[src/rtl/key_event_decoder_if.sv]
// Keyboard byte input and decoded-event output bundle for key_event_decoder.
// slave: the decoder side. master: the byte source and event consumer side.
interface key_event_decoder_if;
  logic       byte_valid_in;
  logic [7:0] byte_in;
  logic       ready_in;
  logic       event_valid_out;
  logic [1:0] event_type_out;
  logic [7:0] char_out;
  logic       shift_out;
  logic       overflow_out;

  modport slave (
    input  byte_valid_in, byte_in, ready_in,
    output event_valid_out, event_type_out, char_out, shift_out, overflow_out
  );

  modport master (
    output byte_valid_in, byte_in, ready_in,
    input  event_valid_out, event_type_out, char_out, shift_out, overflow_out
  );
endinterface

[src/rtl/key_event_decoder.sv]
// PS/2 set-2 scan byte decoder.
// Bytes pass through a prefix FSM (break/extended handling) and a shift
// tracker. Decoded key events are registered once, then pushed into a
// first-word-fall-through FIFO. The result is 2 cycles from byte strobe to
// event_valid_out when the FIFO is empty. Dropped events set a sticky
// overflow flag.
module key_event_decoder #(
  parameter int FIFO_DEPTH = 4
) (
  input  logic               pixel_clk_in,
  input  logic               rst_in,
  key_event_decoder_if.slave kbd
);
  localparam int AW = $clog2(FIFO_DEPTH);
  localparam int CW = AW + 1;

  localparam logic [1:0] EV_CHAR  = 2'd0;
  localparam logic [1:0] EV_ENTER = 2'd1;
  localparam logic [1:0] EV_BKSP  = 2'd2;

  typedef enum logic [1:0] {S_IDLE, S_BRK, S_EXT, S_EXT_BRK} state_t;

  // Printable lookup: {is_letter, hit, lowercase/digit ASCII}
  function automatic logic [9:0] f_lut(input logic [7:0] b);
    logic [9:0] r;
    case (b)
      8'h1C: r = {2'b11, 8'h61}; 8'h32: r = {2'b11, 8'h62};
      8'h21: r = {2'b11, 8'h63}; 8'h23: r = {2'b11, 8'h64};
      8'h24: r = {2'b11, 8'h65}; 8'h2B: r = {2'b11, 8'h66};
      8'h34: r = {2'b11, 8'h67}; 8'h33: r = {2'b11, 8'h68};
      8'h43: r = {2'b11, 8'h69}; 8'h3B: r = {2'b11, 8'h6A};
      8'h42: r = {2'b11, 8'h6B}; 8'h4B: r = {2'b11, 8'h6C};
      8'h3A: r = {2'b11, 8'h6D}; 8'h31: r = {2'b11, 8'h6E};
      8'h44: r = {2'b11, 8'h6F}; 8'h4D: r = {2'b11, 8'h70};
      8'h15: r = {2'b11, 8'h71}; 8'h2D: r = {2'b11, 8'h72};
      8'h1B: r = {2'b11, 8'h73}; 8'h2C: r = {2'b11, 8'h74};
      8'h3C: r = {2'b11, 8'h75}; 8'h2A: r = {2'b11, 8'h76};
      8'h1D: r = {2'b11, 8'h77}; 8'h22: r = {2'b11, 8'h78};
      8'h35: r = {2'b11, 8'h79}; 8'h1A: r = {2'b11, 8'h7A};
      8'h45: r = {2'b01, 8'h30}; 8'h16: r = {2'b01, 8'h31};
      8'h1E: r = {2'b01, 8'h32}; 8'h26: r = {2'b01, 8'h33};
      8'h25: r = {2'b01, 8'h34}; 8'h2E: r = {2'b01, 8'h35};
      8'h36: r = {2'b01, 8'h36}; 8'h3D: r = {2'b01, 8'h37};
      8'h3E: r = {2'b01, 8'h38}; 8'h46: r = {2'b01, 8'h39};
      default: r = 10'd0;
    endcase
    return r;
  endfunction

  state_t     r_state, w_state_nxt;
  logic       r_lshift, r_rshift, w_lshift_nxt, w_rshift_nxt;
  logic       w_shift;
  logic [9:0] w_lut;
  logic       w_dec_vld;
  logic [1:0] w_dec_type;
  logic [7:0] w_dec_char;
  logic       r_dec_vld;
  logic [1:0] r_dec_type;
  logic [7:0] r_dec_char;

  logic [FIFO_DEPTH-1:0][1:0] r_mem_type;
  logic [FIFO_DEPTH-1:0][7:0] r_mem_char;
  logic [AW-1:0]              r_wr, r_rd;
  logic [CW-1:0]              r_count;
  logic                       r_ovf;
  logic                       w_valid, w_full, w_pop, w_push;

  assign w_shift = r_lshift | r_rshift;
  assign w_lut   = f_lut(kbd.byte_in);

  // Prefix FSM and shift state registers
  always_ff @(posedge pixel_clk_in or posedge rst_in) begin
    if (rst_in) begin
      r_state  <= S_IDLE;
      r_lshift <= 1'b0;
      r_rshift <= 1'b0;
    end else begin
      r_state  <= w_state_nxt;
      r_lshift <= w_lshift_nxt;
      r_rshift <= w_rshift_nxt;
    end
  end

  // Next prefix state, shift updates and make-code decode; shift used is pre-byte
  always_comb begin
    w_state_nxt  = r_state;
    w_lshift_nxt = r_lshift;
    w_rshift_nxt = r_rshift;
    w_dec_vld    = 1'b0;
    w_dec_type   = EV_CHAR;
    w_dec_char   = 8'h00;
    if (kbd.byte_valid_in) begin
      case (r_state)
        S_IDLE: begin
          if (kbd.byte_in == 8'hF0)      w_state_nxt = S_BRK;
          else if (kbd.byte_in == 8'hE0) w_state_nxt = S_EXT;
          else begin
            case (kbd.byte_in)
              8'h12: w_lshift_nxt = 1'b1;
              8'h59: w_rshift_nxt = 1'b1;
              8'h5A: begin w_dec_vld = 1'b1; w_dec_type = EV_ENTER; end
              8'h66: begin w_dec_vld = 1'b1; w_dec_type = EV_BKSP;  end
              8'h29: begin w_dec_vld = 1'b1; w_dec_char = 8'h20;    end
              default: begin
                if (w_lut[8]) begin
                  w_dec_vld  = 1'b1;
                  w_dec_char = (w_lut[9] && w_shift) ? (w_lut[7:0] - 8'h20) : w_lut[7:0];
                end
              end
            endcase
          end
        end
        S_BRK: begin
          w_state_nxt = S_IDLE;
          if (kbd.byte_in == 8'h12) w_lshift_nxt = 1'b0;
          if (kbd.byte_in == 8'h59) w_rshift_nxt = 1'b0;
        end
        S_EXT:     w_state_nxt = (kbd.byte_in == 8'hF0) ? S_EXT_BRK : S_IDLE;
        S_EXT_BRK: w_state_nxt = S_IDLE;
        default:   w_state_nxt = S_IDLE;
      endcase
    end
  end

  // Decoded-event stage; gives the one extra cycle before the FIFO write
  always_ff @(posedge pixel_clk_in or posedge rst_in) begin
    if (rst_in) begin
      r_dec_vld  <= 1'b0;
      r_dec_type <= EV_CHAR;
      r_dec_char <= 8'h00;
    end else begin
      r_dec_vld  <= w_dec_vld;
      r_dec_type <= w_dec_type;
      r_dec_char <= w_dec_char;
    end
  end

  assign w_valid = (r_count != '0);
  assign w_full  = (r_count == CW'(FIFO_DEPTH));
  assign w_pop   = w_valid & kbd.ready_in;
  // A pop in the same cycle frees the slot, so a full FIFO still accepts
  assign w_push  = r_dec_vld & (~w_full | w_pop);

  // FIFO storage; contents need no reset since outputs are gated by valid
  always_ff @(posedge pixel_clk_in) begin
    if (w_push) begin
      r_mem_type[r_wr] <= r_dec_type;
      r_mem_char[r_wr] <= r_dec_char;
    end
  end

  // FIFO pointers, occupancy and sticky overflow
  always_ff @(posedge pixel_clk_in or posedge rst_in) begin
    if (rst_in) begin
      r_wr    <= '0;
      r_rd    <= '0;
      r_count <= '0;
      r_ovf   <= 1'b0;
    end else begin
      if (w_push) r_wr <= r_wr + 1'b1;
      if (w_pop)  r_rd <= r_rd + 1'b1;
      r_count <= r_count + CW'(w_push) - CW'(w_pop);
      if (r_dec_vld && !w_push) r_ovf <= 1'b1;
    end
  end

  assign kbd.event_valid_out = w_valid;
  assign kbd.event_type_out  = w_valid ? r_mem_type[r_rd] : 2'd0;
  assign kbd.char_out        = w_valid ? r_mem_char[r_rd] : 8'h00;
  assign kbd.shift_out       = w_shift;
  assign kbd.overflow_out    = r_ovf;
endmodule

[src/flat_wrapper.sv]
// flat-port wrapper written by rule: the top's interface ports become plain ports
module key_event_decoder_flat 
#(
  parameter int FIFO_DEPTH = 4
)
  (pixel_clk_in, rst_in, kbd_byte_valid_in, kbd_byte_in, kbd_ready_in, kbd_event_valid_out, kbd_event_type_out, kbd_char_out, kbd_shift_out, kbd_overflow_out);
  key_event_decoder_if kbd_i ();
  input  logic pixel_clk_in;
  input  logic rst_in;
  input wire logic [$bits(kbd_i.byte_valid_in)-1:0] kbd_byte_valid_in;
  input wire logic [$bits(kbd_i.byte_in)-1:0] kbd_byte_in;
  input wire logic [$bits(kbd_i.ready_in)-1:0] kbd_ready_in;
  output wire logic [$bits(kbd_i.event_valid_out)-1:0] kbd_event_valid_out;
  output wire logic [$bits(kbd_i.event_type_out)-1:0] kbd_event_type_out;
  output wire logic [$bits(kbd_i.char_out)-1:0] kbd_char_out;
  output wire logic [$bits(kbd_i.shift_out)-1:0] kbd_shift_out;
  output wire logic [$bits(kbd_i.overflow_out)-1:0] kbd_overflow_out;
  assign kbd_i.byte_valid_in = kbd_byte_valid_in;
  assign kbd_i.byte_in = kbd_byte_in;
  assign kbd_i.ready_in = kbd_ready_in;
  assign kbd_event_valid_out = kbd_i.event_valid_out;
  assign kbd_event_type_out = kbd_i.event_type_out;
  assign kbd_char_out = kbd_i.char_out;
  assign kbd_shift_out = kbd_i.shift_out;
  assign kbd_overflow_out = kbd_i.overflow_out;
  key_event_decoder #(.FIFO_DEPTH(FIFO_DEPTH)) u_core (.pixel_clk_in(pixel_clk_in), .rst_in(rst_in), .kbd(kbd_i));
endmodule
[config.mk]
export PLATFORM = sky130hd
export DESIGN_NAME = key_event_decoder_flat
export DESIGN_NICKNAME = d
export VERILOG_FILES = /design/src/rtl/key_event_decoder_if.sv /design/src/rtl/key_event_decoder.sv /design/src/flat_wrapper.sv
export SDC_FILE = /design/constraint.sdc
export NUM_CORES = 1
export LEC_CHECK = 0
export CAP_MARGIN = 20
export CORE_MARGIN = 2
export CORE_UTILIZATION = 40
export DETAILED_ROUTE_END_ITERATION = 7
export GPL_ROUTABILITY_DRIVEN = 0
export PLACE_DENSITY = 0.7
export SYNTH_ARGS = -nofsm -noshare
export SYNTH_HDL_FRONTEND = slang
export SYNTH_SLANG_ARGS = --single-unit
[constraint.sdc]
create_clock -name pixel_clk_in -period 3.95 [get_ports pixel_clk_in]
set_input_delay 0.395 -clock pixel_clk_in [delete_from_list [all_inputs] [get_ports pixel_clk_in]]
set_output_delay 0.395 -clock pixel_clk_in [all_outputs]
set_load 0.01 [all_outputs]
==> run_results.csv <==
group,metric,value,unit
critical_path,path_buf_inv,3,
pwr,powerDensity,513,mW/mm^2
run,cap_violations,0,
grt,grt_pass1_vias,2123,
die,io_pins,25,
grt,grt_max_degree,24,
hold_path,hold_path_depth,1,
finish,final_area,0.00390,sq mm
sta,hold_viol,0,
sta,maxSlewViolCount,0,
critical_path,worst_r2r_endpoint,"u_core.r_count[2]",
critical_path,cp_data_required_time,4200,ps
grt,grt_antenna_before_repair,0,
synth,ys.flop_type,"edfxtp_1",
synth,netlist_instances,278,
grt,grt_usage,14.7,%
critical_path,path_depth,9,
sta,post-route-period-util,70.8,%
finish,final.fill_count,726,
synth,async_flop_share,36.5,%
sta,min_period,2800,ps
critical_path,path_delay_family,"buffers and inverters",
die,die_x,96.0,um
drt,first_iter_violations,165,
sta,rsz0062_at_grt,"no",
drt,wl_met1,2620,um
synth,synth_edf_count,40,
cts,cts_tree,"done",
placed_design,dp_hpwl,4370,um
cts,cts-resized-gates,0,
outcome,status,"finished clean",
cts,cts_setup_buffers,0,
critical_path,arrival,3050,ps
critical_path,path_class,"input port to register",
die,num_rows,33,
drt,routed_wl,6240,um
die,core_area,0.00822,sq mm
finish,multi_input_area,0.00146,sq mm
finish,layout-drive-gt1-share,13.2,%
hold_path,hp-start,"u_core.kbd.overflow_out",
drt,met3WireLength,440,um
critical_path,rr_worst_depth,9,
die,die_y,96.0,um
cts,holdBufCountCts,0,
placed_design,dpl_cell_area,0.00370,sq mm
critical_path,r2r_slack,1460,ps
placed_design,dp_slack,826,ps
critical_path,critPathMaxStageDelay,670,ps
critical_path,crit_slowest_cell,"or4_1",
sta,fmax,358,MHz
hold_path,hold_path_class,"register to register",
pwr,vdd_ir_drop_max,0.221,mV
cts,ctsHtreeMaxLevel,3,
drt,firstDrtPassIters,5,
grt,grt_pass1_wl,10100,um
synth,synth.ff_latch_count,63,
cts,cts_buffer_depth,2,
pwr,p_leak,1.50,nW
grt,overflow,0,
finish,fin_nets,325,
synth,avgSynthCellArea,12.2,sq um
critical_path,crit_path_end_kind,"register",
drt,vias_per_cell,5.52,
cts,cts-root-buf,"clkbuf_8",
cts,insertion_delay,330,ps
drt,wl_met2,3000,um
sta,setup_viol,0,
drt,ant_nets,0,
sta,worst_slack,1150,ps
sta,setup_tns,0,ps
sta,relSlewSlack,42.5,%
drt,routedWlPerCell,15.2,um
drt,via_count,2257,
finish,antennaDiodeCount,0,
critical_path,reg2reg_from,"u_core.r_count[0]",
sta,worstMarginPinSlew,862,ps
synth,ys_top_cells_by_count,"edfxtp_1 (40), dfrtp_1 (23), and2_1 (16), nand2_1 (16)",
die,dieArea,0.00921,sq mm
synth,syn-num-nets,304,
synth,yosysSeqAreaShare,52.5,%
synth,synth.most_common_cell,"edfxtp_1",
cts,numCtsBuffers,9,
drt,routed.top_layer,"met4",
synth,synth_cell_types,63,
placed_design,portBuffers,24,
critical_path,cp_max_fo,15,
synth,netlist.area_leader.share,35.5,%
critical_path,critPathLaunchType,"input port",
hold_path,min_to,"u_core.kbd.overflow_out",
drt,drc,0,
finish,synthToLayoutAreaGrowth,15.3,%
synth,yosys_warnings,0,
synth,yosys.area.top_type,"edfxtp_1",
die,start_util,41.2,%
cts,clkTransAtPathRegs,60,ps
pwr,total_power,0.00200,W
critical_path,cp_cell_sequence,"clkdlybuf4s50_1, buf_4, inv_1, ha_1, nand2_1, a2111o_1, a2bb2oi_1, or4_1, a21oi_2",
synth,ys_top_cells_by_area,"edfxtp_1 (35%), dfrtp_1 (17%), mux4_2 (7.3%), ha_1 (4.8%), and2_1 (3.0%)",
sta,finalClockSkew,6.92,ps
synth,syn_area,0.00338,sq mm
finish,seqCellArea,0.00178,sq mm
cts,cts_sinks,63,
-- power by group --
part	switching, W	internal [W]
sequential	0.0000876	0.000754
combinational	0.000231	0.000354
clock	0.000222	0.000354
-- how the worst max path moves through the flow --
stage                              start              endpoint  slack (ps)
final                     kbd_byte_in[1]  u_core.r_dec_char[3]        1150
after global routing      u_core.r_rd[0]       kbd_char_out[1]        1020
after CTS                 u_core.r_rd[0]       kbd_char_out[5]        1120
after detailed placement  kbd_byte_in[1]  u_core.r_dec_char[3]         830
after global placement    kbd_byte_in[1]  u_core.r_dec_char[5]         900
after floorplan           kbd_byte_in[1]  u_core.r_dec_char[5]        1470
-- state kept, by name, indices dropped and copies added, names as in the netlist --
signal and count:
u_core.r_mem_char 32, u_core.r_dec_char 8, u_core.r_mem_type 8, u_core.r_count 3
u_core.r_dec_type 2, u_core.r_rd 2, u_core.r_state 2, u_core.r_wr 2
u_core.kbd.overflow_out 1, u_core.r_dec_vld 1, u_core.r_lshift 1, u_core.r_rshift 1
-- layout by cell type, fill, tap and decap left out, types with 6 or more instances in the layout --
| master | count |
|---|---|
| a21oi_1 | 6 |
| and2_1 | 16 |
| clkbuf_8 | 9 |
| clkdlybuf4s50_1 | 24 |
| dfrtp_1 | 23 |
| edfxtp_1 | 40 |
| ha_1 | 13 |
| inv_1 | 13 |
| mux4_2 | 11 |
| nand2_1 | 16 |
| nand2b_1 | 7 |
| nand3_1 | 6 |
| nor2_1 | 11 |
| nor2b_1 | 10 |
| o21ai_0 | 7 |
-- per-layer routing --
metal / vias up / GRT usage, %
li1: 1073 / -
met4: 0 / 8.21
met1: 1062 / 18.3
met3: 16 / 3.68
met5: - / 0
met2: 106 / 23.2
-- cell families (layout without fill, tap and decap cells) --
kind of cell	after synthesis	after routing	share of synthesized area [%]
multiplexers	17	17	9.17
adder cells (fa/ha/maj)	14	14	5.40
buffers and inverters	32	58	4.29
XOR/XNOR	5	5	1.29
flip-flops	63	63	52.5
AO/OA/AOI/OAI	56	56	12.5
other	1	1	0.111
AND/OR/NAND/NOR	90	90	14.8
-- area by class of cell --
cell class | count | area share (%)
clock buffers | 12 | 3.46
clock inverters | 4 | 1.80
inverters | 13 | 1.25
multi-input cells | 183 | 37.5
flip-flops and latches | 63 | 45.5
well taps | 105 | 3.37
repair buffers | 29 | 7.12
-- metrics by stage --
stage,util [%],hold slack [ps],instances
finish,47.5,454,409
global route,47.5,477,409
CTS,47.5,460,409
detailed placement,45.0,445,393
global placement,45.0,440,393
floorplan,-,397,278
-- worst reg2reg max path, stage by stage (launching register included) --
cell	delay (ps)
dfrtp_1	400
or3_1	530
and2_1	260
ha_1	300
inv_1	60
ha_1	140
inv_1	50
fa_1	380
xnor2_1	140
xnor2_1	120
Power figures use the tool's default switching activity.
